`src/rtl/vga_timing_pkg.sv`:
```
// Shared VGA timing defaults (640x480@60) and the sync-decoder lock state type.
// Used by both the timing generator and the receive-side decoder.
package vga_timing_pkg;

  localparam int DEF_H_SYNC_END  = 96;
  localparam int DEF_V_SYNC_END  = 2;
  localparam int DEF_H_START     = 144;
  localparam int DEF_V_START     = 35;
  localparam int DEF_WIDTH       = 640;
  localparam int DEF_HEIGHT      = 480;
  localparam int DEF_H_TOTAL     = 800;
  localparam int DEF_V_TOTAL     = 525;
  localparam int DEF_LOCK_FRAMES = 2;
  localparam int DEF_CNT_W       = 11;

  typedef enum logic [1:0] {
    SEARCH = 2'd0,
    VERIFY = 2'd1,
    LOCKED = 2'd2
  } sync_state_e;

endpackage

```
`src/rtl/vga_sync_edge.sv`:
```
// Registers one active-low sync input and flags its leading (falling) edge.
// The history register only advances while en_i is high; the pulse is combinational.
module vga_sync_edge (
  input  logic clk,
  input  logic rst_n,
  input  logic en_i,
  input  logic sync_i,
  output logic edge_o
);

  logic prev_q;

  always_ff @(posedge clk or negedge rst_n) begin
    if (!rst_n) begin
      prev_q <= 1'b1;
    end else if (en_i) begin
      prev_q <= sync_i;
    end
  end

  assign edge_o = en_i & prev_q & ~sync_i;

endmodule

```
`src/rtl/vga_sync_decoder.sv`:
```
// Recovers VGA position from hsync/vsync, locks to the configured format; outputs are
// registered, one clk after the sync sample. VGA_DEC_STATS_EN adds a saturating err_cnt.
module vga_sync_decoder
  import vga_timing_pkg::*;
#(
  parameter int H_SYNC_END  = DEF_H_SYNC_END,
  parameter int V_SYNC_END  = DEF_V_SYNC_END,
  parameter int H_START     = DEF_H_START,
  parameter int V_START     = DEF_V_START,
  parameter int WIDTH       = DEF_WIDTH,
  parameter int HEIGHT      = DEF_HEIGHT,
  parameter int H_TOTAL     = DEF_H_TOTAL,
  parameter int V_TOTAL     = DEF_V_TOTAL,
  parameter int LOCK_FRAMES = DEF_LOCK_FRAMES,
  parameter int CNT_W       = DEF_CNT_W
) (
  input  logic             clk,
  input  logic             RSTN,
  input  logic             hsync,
  input  logic             vsync,
  output logic [9:0]       pixel_x,
  output logic [9:0]       pixel_y,
  output logic             active,
  output logic             locked,
  output logic             frame_start,
  output logic             sync_err,
`ifdef VGA_DEC_STATS_EN
  output logic [15:0]      err_cnt,
`endif
  output logic [CNT_W-1:0] line_len,
  output logic [CNT_W-1:0] frame_lines
);

  localparam int GW = (LOCK_FRAMES < 2) ? 1 : $clog2(LOCK_FRAMES + 1);
  // Window never opens inside the sync pulse, even for an odd parameter set.
  localparam int H_LO = (H_START > H_SYNC_END) ? H_START : H_SYNC_END;
  localparam int V_LO = (V_START > V_SYNC_END) ? V_START : V_SYNC_END;

  localparam logic [CNT_W-1:0] CNT_MAX   = '1;
  localparam logic [CNT_W-1:0] H_TOTAL_C = CNT_W'(H_TOTAL);
  localparam logic [CNT_W-1:0] V_TOTAL_C = CNT_W'(V_TOTAL);
  localparam logic [CNT_W-1:0] H_TMO_C   = CNT_W'(2 * H_TOTAL);
  localparam logic [CNT_W-1:0] H_START_C = CNT_W'(H_START);
  localparam logic [CNT_W-1:0] V_START_C = CNT_W'(V_START);
  localparam logic [CNT_W-1:0] H_LO_C    = CNT_W'(H_LO);
  localparam logic [CNT_W-1:0] V_LO_C    = CNT_W'(V_LO);
  localparam logic [CNT_W-1:0] H_END_C   = CNT_W'(H_START + WIDTH);
  localparam logic [CNT_W-1:0] V_END_C   = CNT_W'(V_START + HEIGHT);

  sync_state_e     state_q;
  logic [GW-1:0]   good_q;
  logic            bad_q;
  logic [CNT_W-1:0] h_pos_q, v_pos_q;

  logic             h_edge, v_edge;
  logic [CNT_W-1:0] h_inc, v_inc, h_pos_d, v_pos_d, hx, vy;
  logic [GW-1:0]    good_inc;
  logic             line_bad, frame_bad, frame_ok, timeout;
  logic             lock_hit, lock_drop, locked_d, act_d;

  vga_sync_edge u_hs_edge (
    .clk    (clk),
    .rst_n  (RSTN),
    .en_i   (1'b1),
    .sync_i (hsync),
    .edge_o (h_edge)
  );

  vga_sync_edge u_vs_edge (
    .clk    (clk),
    .rst_n  (RSTN),
    .en_i   (h_edge),
    .sync_i (vsync),
    .edge_o (v_edge)
  );

  always_comb begin
    h_inc     = (h_pos_q == CNT_MAX) ? h_pos_q : h_pos_q + 1'b1;
    v_inc     = (v_pos_q == CNT_MAX) ? v_pos_q : v_pos_q + 1'b1;
    h_pos_d   = h_edge ? '0 : h_inc;
    v_pos_d   = v_edge ? '0 : (h_edge ? v_inc : v_pos_q);
    good_inc  = good_q + 1'b1;
    line_bad  = h_edge && (h_inc != H_TOTAL_C);
    frame_bad = v_edge && (v_inc != V_TOTAL_C);
    frame_ok  = !frame_bad && !line_bad && !bad_q;
    timeout   = !h_edge && (h_inc == H_TMO_C);
    lock_hit  = (state_q == VERIFY) && v_edge && frame_ok && (good_inc == GW'(LOCK_FRAMES));
    lock_drop = (state_q == LOCKED) && (line_bad || frame_bad);
    locked_d  = !timeout && (lock_hit || ((state_q == LOCKED) && !lock_drop));
    // Offsets stay at full counter width until the window test has passed.
    hx        = h_pos_d - H_START_C;
    vy        = v_pos_d - V_START_C;
    act_d     = locked_d && (h_pos_d >= H_LO_C) && (h_pos_d < H_END_C)
                         && (v_pos_d >= V_LO_C) && (v_pos_d < V_END_C);
  end

  assign locked = (state_q == LOCKED);

  always_ff @(posedge clk or negedge RSTN) begin
    if (!RSTN) begin
      state_q     <= SEARCH;
      good_q      <= '0;
      bad_q       <= 1'b0;
      h_pos_q     <= '0;
      v_pos_q     <= '0;
      line_len    <= '0;
      frame_lines <= '0;
      frame_start <= 1'b0;
      sync_err    <= 1'b0;
      active      <= 1'b0;
      pixel_x     <= '0;
      pixel_y     <= '0;
    end else begin
      h_pos_q     <= h_pos_d;
      v_pos_q     <= v_pos_d;
      frame_start <= v_edge;
      sync_err    <= timeout || lock_drop;
      active      <= act_d;
      pixel_x     <= act_d ? 10'(hx) : 10'd0;
      pixel_y     <= act_d ? 10'(vy) : 10'd0;
      if (h_edge) line_len <= h_inc;
      if (v_edge) frame_lines <= v_inc;
      if (v_edge) bad_q <= 1'b0;
      else if (line_bad) bad_q <= 1'b1;

      if (timeout) begin
        state_q <= SEARCH;
        good_q  <= '0;
      end else begin
        case (state_q)
          SEARCH: if (v_edge) begin
            state_q <= VERIFY;
            good_q  <= '0;
          end
          VERIFY: if (v_edge) begin
            if (frame_ok) begin
              good_q <= good_inc;
              if (lock_hit) state_q <= LOCKED;
            end else begin
              good_q <= '0;
            end
          end
          LOCKED: if (lock_drop) begin
            state_q <= VERIFY;
            good_q  <= '0;
          end
          default: state_q <= SEARCH;
        endcase
      end
    end
  end

`ifdef VGA_DEC_STATS_EN
  always_ff @(posedge clk or negedge RSTN) begin
    if (!RSTN) begin
      err_cnt <= '0;
    end else if ((timeout || lock_drop) && (err_cnt != 16'hFFFF)) begin
      err_cnt <= err_cnt + 16'd1;
    end
  end
`endif

endmodule

```
`config.mk`:
```
export PLATFORM = sky130hd
export DESIGN_NAME = vga_sync_decoder
export DESIGN_NICKNAME = d
export VERILOG_FILES = /design/src/rtl/vga_timing_pkg.sv /design/src/rtl/vga_sync_edge.sv /design/src/rtl/vga_sync_decoder.sv
export SDC_FILE = /design/constraint.sdc
export NUM_CORES = 1
export LEC_CHECK = 0
export CORE_UTILIZATION = 54
export DETAILED_ROUTE_END_ITERATION = 16
export PLACE_DENSITY_LB_ADDON = 0.3
export RECOVER_POWER = 100
export SLEW_MARGIN = 20
export SYNTH_ARGS = -nofsm -noshare
export SYNTH_HDL_FRONTEND = slang
export SYNTH_SLANG_ARGS = --single-unit
export TNS_END_PERCENT = 1
```
`constraint.sdc`:
```
create_clock -name clk -period 4.1 [get_ports clk]
set_input_delay 1.23 -clock clk [delete_from_list [all_inputs] [get_ports clk]]
set_output_delay 1.23 -clock clk [all_outputs]
set_load 0.01 [all_outputs]
```
==> results of run 1 <==
per-layer routing:
metal	up-vias	GRT usage	wire, um
met3	17	0.0590	705
met4	0	0.0924	157
met1	1614	0.369	4160
met5	-	0	0
li1	1571	-	-
met2	166	0.464	4570
power by group through the flow:
stage	registers [mW]	clock network (mW)	logic (mW)
CTS	0.897	0.648	0.536
finish	0.898	0.639	0.515
detailed placement	0.909	0	0.530
global placement	0.904	0	0.520
floorplan	0.891	0	0.315
global route	0.907	0.669	0.571
worst max path at each step:
| stage | startpoint | end | slack, ns |
|---|---|---|---|
| floorplan | hsync | pixel_y[9]$_DFF_PN0_ | 0.24 |
| global placement | hsync | pixel_x[8]$_DFF_PN0_ | -0.05 |
| detailed placement | hsync | pixel_x[8]$_DFF_PN0_ | -0.13 |
| CTS | hsync | pixel_y[8]$_DFF_PN0_ | 0.20 |
| global route | hsync | pixel_x[8]$_DFF_PN0_ | 0.07 |
| finish | hsync | pixel_y[8]$_DFF_PN0_ | 0.21 |
repair_timing:
| item | in CTS | in global routing |
|---|---|---|
| hold buffers | 0 | 0 |
| setup endpoints to repair | 0 | 1 |
| resized for setup | 0 | 1 |
stage by stage:
stage	worst slack [ns]	util
4_1_cts	0.203	0.692
2_1_floorplan	0.237	-
6_report	0.210	0.687
5_1_grt	0.0675	0.687
3_3_place_gp	-0.0482	0.660
3_5_place_dp	-0.134	0.660
placed cells by master (no fill, tap or decap), types with 4 or more instances in the layout:
cell / instances
a21oi_1: 14
a31oi_1: 11
and3_1: 8
and4_1: 4
buf_4: 15
clkbuf_1: 10
clkbuf_8: 9
dfrtp_1: 72
dlygate4sd3_1: 46
ha_1: 6
inv_1: 13
mux2i_1: 7
nand2_1: 44
nand3_1: 10
nand4_1: 7
nor2_1: 43
nor2b_1: 5
nor3_1: 17
nor4_1: 8
o21a_1: 4
o21ai_0: 27
o31ai_1: 4
xnor2_1: 18
cell type report:
type	count	area, um2
multi-input combinational	295	1820
inverter	14	52.6
tap	96	120
timing repair buffer	75	643
fill	550	2150
sequential	74	1850
clock inverter	7	100
clock buffer	9	124
worst max-delay path, cell delays in order:
cell and delay, ns:
clkdlybuf4s50_1 0.46, nand4bb_1 0.24, clkinv_1 0.09, buf_4 0.19
clkbuf_1 0.40, a311oi_2 0.16, or4b_1 0.55, a2111o_1 0.47
buf_4 0.21, nor2_1 0.15
flip-flops by register name, summed over array words and instances, names as in the netlist:
register          flops
good_q                2
v_pos_q              11
sync_err              1
state_q               2
u_hs_edge.prev_q      1
pixel_y              10
u_vs_edge.prev_q      1
frame_start           1
bad_q                 1
h_pos_q              11
pixel_x              10
frame_lines          11
active                1
line_len             11
cells by family (layout without fill, tap and decap cells):
| family | count (synthesis) | count (layout) |
|---|---|---|
| adder cells (fa/ha/maj) | 6 | 6 |
| AO/OA/AOI/OAI | 81 | 81 |
| XOR/XNOR | 21 | 21 |
| buffers and inverters | 42 | 105 |
| AND/OR/NAND/NOR | 177 | 177 |
| flip-flops | 74 | 74 |
| multiplexers | 10 | 10 |
==> flow_summary_export.csv, run 1 <==
group,metric,value,unit
grt,antenna_found_initial,0,
grt,grt_pass1_wl,15900,um
worst_setup_path,crit_fanout,15,
placement,hpwl,6950,um
worst_setup_path,startpoint_type,"input pin",
synthesis,synth_largest_area_cell,"dfrtp_1",
worst_setup_path,worstPathRequired,4.37,ns
synthesis,synth_xor_area_frac,0.0476,
clocking,htreeDepth,3,
synthesis,yosysWarnings,0,
sta,fin_crit_sh,0.949,
sta,hold_viol,0,
sta,relSlewSlack,-0.185,
pwr,power.switching,671,uW
min_path,hold_depth,2,
sta,period_minus_slack,3.89,ns
drt,drt_iter0_drc,217,
sta,setup_viol,0,
grt,grt_pass1_vias,3243,
sta,max_slew.worst_pin.slew,1.78,ns
synthesis,synthCells,411,
clocking,clockBufferDepth,2,
pwr,power_frac_clock,0.311,
synthesis,synth_compound_area_frac,0.135,
synthesis,synthFlopType,"dfrtp_1",
grt,grt_usage,0.280,
synthesis,postSynthAreaPerCell,9.40,um2
synthesis,synth_top_cell_area_share,0.466,
sta,fmax,0.257,GHz
clocking,cts_setup_buffers,0,
synthesis,synth_top_family_by_area,"simple AND/OR/NAND/NOR gates",
pwr,ir_drop,0.000359,V
clocking,cts_tree,"done",
drt,drc,0,
worst_setup_path,critPathKind,"in -> reg",
drt,totalWireLength,9600,um
pwr,p_comb_frac,0.251,
placement,place.port_buffers,49,
worst_setup_path,reg2regPathDepth,14,
worst_setup_path,regToRegSetupSlack,0.43,ns
synthesis,async_flop_share,1.00,
synthesis,synthesis.nets,421,
layout,post-route-cell-area,4720,um2
pwr,seqPwrFrac,0.438,
layout,syn_to_final_growth,22.1,%
drt,ant_nets,0,
sta,rsz0062_at_grt,"false",
drt,viasPerCell,5.91,
sta,fin_worst_skew,0.0125,ns
clocking,clk_pin_slew,0.08,ns
layout,layout-drive-gt1-share,0.108,
floorplanning,fp.dieW,86.6,um
job,cap_viol_max_count,1,
sta,fin_setup_tns,0,ns
sta,maxSlewViolCount,75,
min_path,hold_end,"frame_lines[10]$_DFFE_PN0P_",
drt,vias,3368,
synthesis,synth_area_leaders,"dfrtp_1 (47%), nand2_1 (4.3%), nor2_1 (4.2%)",
placement,gp_congestion,0.934,
grt,grt_max_degree,75,
floorplanning,core.rowCount,30,
synthesis,ys_seq_area_frac,0.480,
synthesis,yosys.area_share.simple,0.242,
drt,avgRoutedWirePerCell,16.8,um
layout,fin_cells,570,
layout,num_antenna_cells,0,
synthesis,synth_adder_area_share,0.0194,
pwr,leakagePower,2.18,nW
worst_setup_path,endpoint_kind,"flop",
synthesis,ys_seq_elements,74,
worst_setup_path,r2r_start,"v_pos_q[1]$_DFF_PN0_",
floorplanning,coreArea,6870,um2
min_path,min_path_type,"reg -> reg",
floorplanning,fp.dieH,86.6,um
synthesis,syn-cell-area,3860,um2
clocking,worstSkewPairLatency,0.35,ns
worst_setup_path,r2r-end,"pixel_y[8]$_DFF_PN0_",
outcome,violations,"max-capacitance violations, max-slew violations",
layout,fin_nets,479,
floorplanning,fp.dieArea,7500,um2
synthesis,synth_edf_count,0,
clocking,cts.sinks,74,
floorplanning,ioPinCount,50,
floorplanning,initial_core_util,0.563,
synthesis,yosysMostFrequentCell,"dfrtp_1",
synthesis,muxShareOfSynthArea,0.0269,
synthesis,ys_types,61,
worst_setup_path,crit_arrival,4.16,ns
placement,placed_area,4530,um2
pwr,internal-power,1.38,mW
placement,dp.cells,554,
pwr,finalPower,2.05,mW
min_path,min_from,"frame_lines[10]$_DFFE_PN0P_",
pwr,p_sw_frac,0.327,
clocking,cts_root_buffer,"clkbuf_8",
grt,grt.overflow.total,0,
drt,drt_pass1_iterations,5,
synthesis,yosys-top-cells-count,"dfrtp_1 (72), nand2_1 (44), nor2_1 (43)",
outcome,status,"complete, but fails checks",
pwr,powerDensity,435,nW/um2
clocking,cts_buffers,9,
sta,whs,0.468,ns
No activity file was read; power rests on OpenSTA's default activity.
==> inputs of run 2 (changes only) <==
CORE_UTILIZATION = 55   (was 54)
==> flow_summary_export.csv, run 2 (synthesis gave the netlist of run 1 again) <==
group,metric,value,unit
clocking,clockBufferDepth,2,
grt,grt_pass1_wl,15800,um
floorplanning,initial_core_util,0.569,
floorplanning,fp.dieArea,7370,um2
min_path,min_path_type,"reg -> reg",
worst_setup_path,worstSetupStartpoint,"hsync",
clocking,worstSkewPairLatency,0.34,ns
pwr,seqPwrFrac,0.451,
layout,num_antenna_cells,0,
drt,drt_pass1_iterations,5,
grt,grt.overflow.total,0,
layout,fin_cells,574,
sta,fmax,0.255,GHz
grt,grt_usage,0.281,
grt,globalRoute.busiestLayer,"met2",
worst_setup_path,endpoint_kind,"flop",
sta,relSlewSlack,-0.164,
clocking,cts_root_buffer,"clkbuf_8",
drt,drc,0,
drt,totalWireLength,9670,um
placement,hpwl,7010,um
pwr,ir_drop,0.000269,V
floorplanning,core.rowCount,30,
clocking,cts_buffers,9,
drt,ant_nets,0,
drt,avgRoutedWirePerCell,16.9,um
grt,grt_use_met1,0.384,
grt,grt_util_met3,0.0491,
sta,whs,0.465,ns
pwr,power_frac_clock,0.281,
worst_setup_path,crit_arrival,4.19,ns
worst_setup_path,worstPathRequired,4.36,ns
layout,post-route-cell-area,4710,um2
grt,antenna_found_initial,0,
outcome,violations,"max-capacitance violations, max-slew violations",
grt,use_met2,0.435,
pwr,p_sw_frac,0.324,
sta,setup_viol,0,
job,cap_viol_max_count,1,
worst_setup_path,r2r-end,"pixel_y[9]$_DFF_PN0_",
sta,max_slew.worst_pin.slew,1.75,ns
worst_setup_path,reg2regPathDepth,14,
placement,gp_congestion,0.946,
clocking,ctsHoldBuffers,0,
worst_setup_path,critPathKind,"in -> reg",
grt,grt_pass1_vias,3188,
floorplanning,ioPinCount,50,
sta,hold_viol,0,
pwr,power.switching,644,uW
grt,grt_max_degree,75,
sta,period_minus_slack,3.92,ns
layout,layout-drive-gt1-share,0.107,
clocking,cts.sinks,74,
placement,placed_area,4560,um2
layout,mostFrequentLayoutCell,"dfrtp_1",
sta,fin_worst_skew,0.00787,ns
worst_setup_path,regToRegSetupSlack,0.23,ns
floorplanning,coreArea,6790,um2
worst_setup_path,r2r_start,"v_pos_q[1]$_DFF_PN0_",
layout,fin_nets,483,
drt,viasPerCell,5.87,
floorplanning,fp.dieH,85.8,um
worst_setup_path,startpoint_type,"input pin",
pwr,p_comb_frac,0.268,
sta,rsz0062_at_grt,"false",
clocking,clk_pin_slew,0.08,ns
worst_setup_path,crit_fanout,11,
placement,post-place-ws,-0.123,ns
floorplanning,fp.dieW,85.8,um
clocking,htreeDepth,3,
clocking,cts_tree,"done",
drt,drt_iter0_drc,257,
worst_setup_path,endpoint,"pixel_y[9]$_DFF_PN0_",
pwr,powerDensity,421,nW/um2
sta,layout_setup_ws,0.175,ns
placement,dp.cells,558,
outcome,status,"complete, but fails checks",
layout,syn_to_final_growth,21.9,%
sta,maxSlewViolCount,75,
drt,vias,3367,
placement,place.port_buffers,49,
pwr,internal-power,1.34,mW
sta,fin_crit_sh,0.957,
layout,layout_common_cells,"dfrtp_1 (72), dlygate4sd3_1 (46), nand2_1 (44)",
pwr,leakagePower,2.17,nW
run 2: metrics by stage:
stage | utilization | TNS [ns] | total power, mW
after global placement | 0.671 | 0 | 1.43
after CTS | 0.699 | 0 | 2.01
after floorplan | - | 0 | 1.21
final | 0.694 | 0 | 1.98
after global routing | 0.694 | 0 | 2.09
after detailed placement | 0.671 | -1.46 | 1.45
run 2: how the worst min path moves through the flow:
stage | startpoint | to | slack, ns | cells after the start
after global placement | frame_lines[10]$_DFFE_PN0P_ | frame_lines[10]$_DFFE_PN0P_ | 0.45 | 2
after floorplan | u_vs_edge.prev_q$_DFFE_PN1P_ | u_vs_edge.prev_q$_DFFE_PN1P_ | 0.45 | 2
final | frame_lines[10]$_DFFE_PN0P_ | frame_lines[10]$_DFFE_PN0P_ | 0.47 | 2
after detailed placement | frame_lines[10]$_DFFE_PN0P_ | frame_lines[10]$_DFFE_PN0P_ | 0.46 | 2
after CTS | u_vs_edge.prev_q$_DFFE_PN1P_ | u_vs_edge.prev_q$_DFFE_PN1P_ | 0.47 | 2
after global routing | u_vs_edge.prev_q$_DFFE_PN1P_ | u_vs_edge.prev_q$_DFFE_PN1P_ | 0.49 | 2
run 2: what timing repair did:
action	in CTS	in global routing
buffers inserted	0	0
endpoints found under the setup margin	0	21
gates resized for setup	0	3
run 2: layout make-up:
cell class | instances | area (um2)
Inverter | 14 | 52.6
Clock buffer | 14 | 153
Multi-Input combinational cell | 295 | 1830
Sequential cell | 74 | 1850
Timing Repair Buffer | 79 | 669
Fill cell | 547 | 2080
Clock inverter | 2 | 37.5
Tap cell | 96 | 120
run 2: power by group through the flow:
stage / Clock [mW] / Sequential (mW) / Combinational, mW
global route: 0.601 / 0.906 / 0.579
detailed placement: 0 / 0.907 / 0.543
finish: 0.558 / 0.895 / 0.531
floorplan: 0 / 0.891 / 0.315
CTS: 0.563 / 0.894 / 0.550
global placement: 0 / 0.903 / 0.529
run 2: worst max-delay path, cell delays in order:
cell             delay (ns)
clkdlybuf4s50_1        0.47
nor2b_2                0.22
buf_4                  0.18
buf_4                  0.18
nand3_1                0.08
o21ai_0                0.27
ha_1                   0.28
o21ai_0                0.12
a21oi_1                0.24
a31oi_1                0.08
a2111o_1               0.46
clkbuf_1               0.18
nor3_2                 0.18
run 2: routing by layer:
metal / part of all wire / routed length (um) / vias up
met5: 0 / 0 / -
met4: 0.034 / 332 / 0
met3: 0.065 / 633 / 32
met2: 0.46 / 4430 / 144
met1: 0.44 / 4280 / 1615
li1: - / - / 1576
==> inputs of run 3 (changes only) <==
PLACE_DENSITY = 0.79   (was default)
PLACE_DENSITY_LB_ADDON = default   (was 0.3)
==> flow_summary_export.csv, run 3 (synthesis gave the netlist of run 1 again) <==
group,metric,value,unit
outcome,status,"complete, but fails checks",
outcome,violations,"max-capacitance violations, max-slew violations",
pwr,p_comb_frac,0.255,
worst_setup_path,worstPathCellList,"clkdlybuf4s50_1, nand4bb_1, clkinv_1, or3_1, a211o_1, or4b_1, a2111o_1, clkbuf_1, nor3_2",
sta,fin_worst_skew,0.0101,ns
pwr,p_sw_frac,0.309,
drt,totalWireLength,9510,um
floorplanning,ioPinCount,50,
grt,use_met2,0.431,
grt,grt_pass1_wl,15600,um
pwr,leakagePower,2.20,nW
min_path,min_path_type,"reg -> reg",
sta,fin_crit_sh,0.948,
placement,placed_area,4560,um2
sta,setup_viol,0,
pwr,internal-power,1.45,mW
grt,grt_max_degree,75,
worst_setup_path,slowest_stage,"clkdlybuf4s50_1",
sta,period_minus_slack,3.89,ns
floorplanning,fp.dieArea,7370,um2
grt,grt_pass1_vias,3084,
sta,relSlewSlack,-0.184,
drt,drt_pass1_iterations,4,
sta,hold_viol,0,
pwr,power_frac_clock,0.324,
clocking,worstSkewPairLatency,0.35,ns
worst_setup_path,crit_fanout,7,
pwr,seqPwrFrac,0.422,
grt,grt_use_met1,0.389,
clocking,clockBufferDepth,2,
layout,final_util,0.699,
clocking,clk_pin_slew,0.08,ns
grt,globalRoute.busiestLayer,"met2",
clocking,cts_resized,0,
sta,fin_setup_tns,0,ns
drt,viasPerCell,5.74,
pwr,powerDensity,441,nW/um2
pwr,finalPower,2.10,mW
clocking,cts_setup_buffers,0,
drt,drc,0,
grt,grt.overflow.total,0,
worst_setup_path,startpoint_type,"input pin",
placement,dp.cells,558,
drt,ant_nets,0,
sta,whs,0.472,ns
worst_setup_path,crit_path_max_incr_delay,0.53,ns
sta,layout_setup_ws,0.212,ns
worst_setup_path,crit_arrival,4.16,ns
pwr,power.switching,647,uW
clocking,ctsHoldBuffers,0,
clocking,cts_buffers,9,
grt,grt_util_met3,0.0491,
worst_setup_path,endpoint_kind,"flop",
layout,fillers,538,
floorplanning,initial_core_util,0.569,
placement,place.port_buffers,49,
clocking,htreeDepth,3,
clocking,cts_root_buffer,"clkbuf_8",
sta,fmax,0.257,GHz
layout,layout_common_cells,"dfrtp_1 (72), dlygate4sd3_1 (46), nand2_1 (45)",
grt,grt_usage,0.279,
sta,max_slew.worst_pin.slew,1.78,ns
layout,mostFrequentLayoutCell,"dfrtp_1",
placement,post-place-ws,-0.0215,ns
layout,post-route-cell-area,4750,um2
layout,layout-drive-gt1-share,0.105,
floorplanning,core.rowCount,30,
worst_setup_path,critPathKind,"in -> reg",
layout,num_antenna_cells,0,
drt,avgRoutedWirePerCell,16.6,um
layout,fin_nets,483,
placement,hpwl,6800,um
drt,vias,3293,
pwr,ir_drop,0.000319,V
worst_setup_path,worstPathRequired,4.37,ns
layout,syn_to_final_growth,22.9,%
worst_setup_path,crit_family,"simple AND/OR/NAND/NOR gates",
sta,rsz0062_at_grt,"false",
grt,antenna_found_initial,0,
placement,gp_congestion,0.966,
floorplanning,fp.dieW,85.8,um
clocking,cts_tree,"done",
worst_setup_path,critPathBufInv,3,
floorplanning,coreArea,6790,um2
sta,maxSlewViolCount,75,
layout,fin_cells,574,
clocking,cts.sinks,74,
drt,drt_iter0_drc,201,
floorplanning,fp.dieH,85.8,um
job,cap_viol_max_count,1,
-- run 3: final timing paths --
path / startpoint / to / slack [ns] / cells after the start
min in group asynchronous: RSTN / frame_lines[2]$_DFFE_PN0P_ / 1.36 / 1
min: frame_lines[10]$_DFFE_PN0P_ / frame_lines[10]$_DFFE_PN0P_ / 0.47 / 2
max in group asynchronous: RSTN / v_pos_q[3]$_DFF_PN0_ / 1.69 / 1
max: hsync / pixel_y[9]$_DFF_PN0_ / 0.21 / 9
max reg2reg: v_pos_q[0]$_DFF_PN0_ / pixel_y[9]$_DFF_PN0_ / 0.26 / 14
min reg2reg: frame_lines[10]$_DFFE_PN0P_ / frame_lines[10]$_DFFE_PN0P_ / 0.47 / 2
-- run 3: worst reg2reg max path: stages (launching register included) --
cell	delay (ns)
dfrtp_1	0.36
ha_1	0.36
nand2_1	0.26
or4_4	0.69
o21ai_0	0.32
buf_4	0.18
nand2_1	0.04
o21ai_0	0.14
ha_1	0.27
o21ai_0	0.10
a21oi_1	0.18
a31oi_1	0.06
a2111o_1	0.40
clkbuf_1	0.20
nor3_2	0.20
-- run 3: cell type report --
type / instances / area [um2] / area share
sequential: 74 / 1850 / 0.390
multi-input combinational: 295 / 1810 / 0.382
timing repair buffer: 79 / 677 / 0.142
clock buffer: 12 / 135 / 0.0284
tap: 96 / 120 / 0.0253
clock inverter: 4 / 98.8 / 0.0208
inverter: 14 / 52.6 / 0.0111
-- run 3: power by group through the flow --
stage	sequential [mW]	clock, mW	combinational (mW)
2_1_floorplan	0.891	0	0.315
3_3_place_gp	0.896	0	0.542
3_5_place_dp	0.897	0	0.553
4_1_cts	0.885	0.684	0.556
5_1_grt	0.895	0.722	0.589
6_report	0.884	0.679	0.534
-- run 3: metal layers --
layer / vias to the layer above / part of all wire / routed length, um
li1: 1577 / - / -
met1: 1570 / 0.46 / 4390
met2: 129 / 0.46 / 4350
met3: 17 / 0.059 / 562
met4: 0 / 0.021 / 201
met5: - / 0 / 0
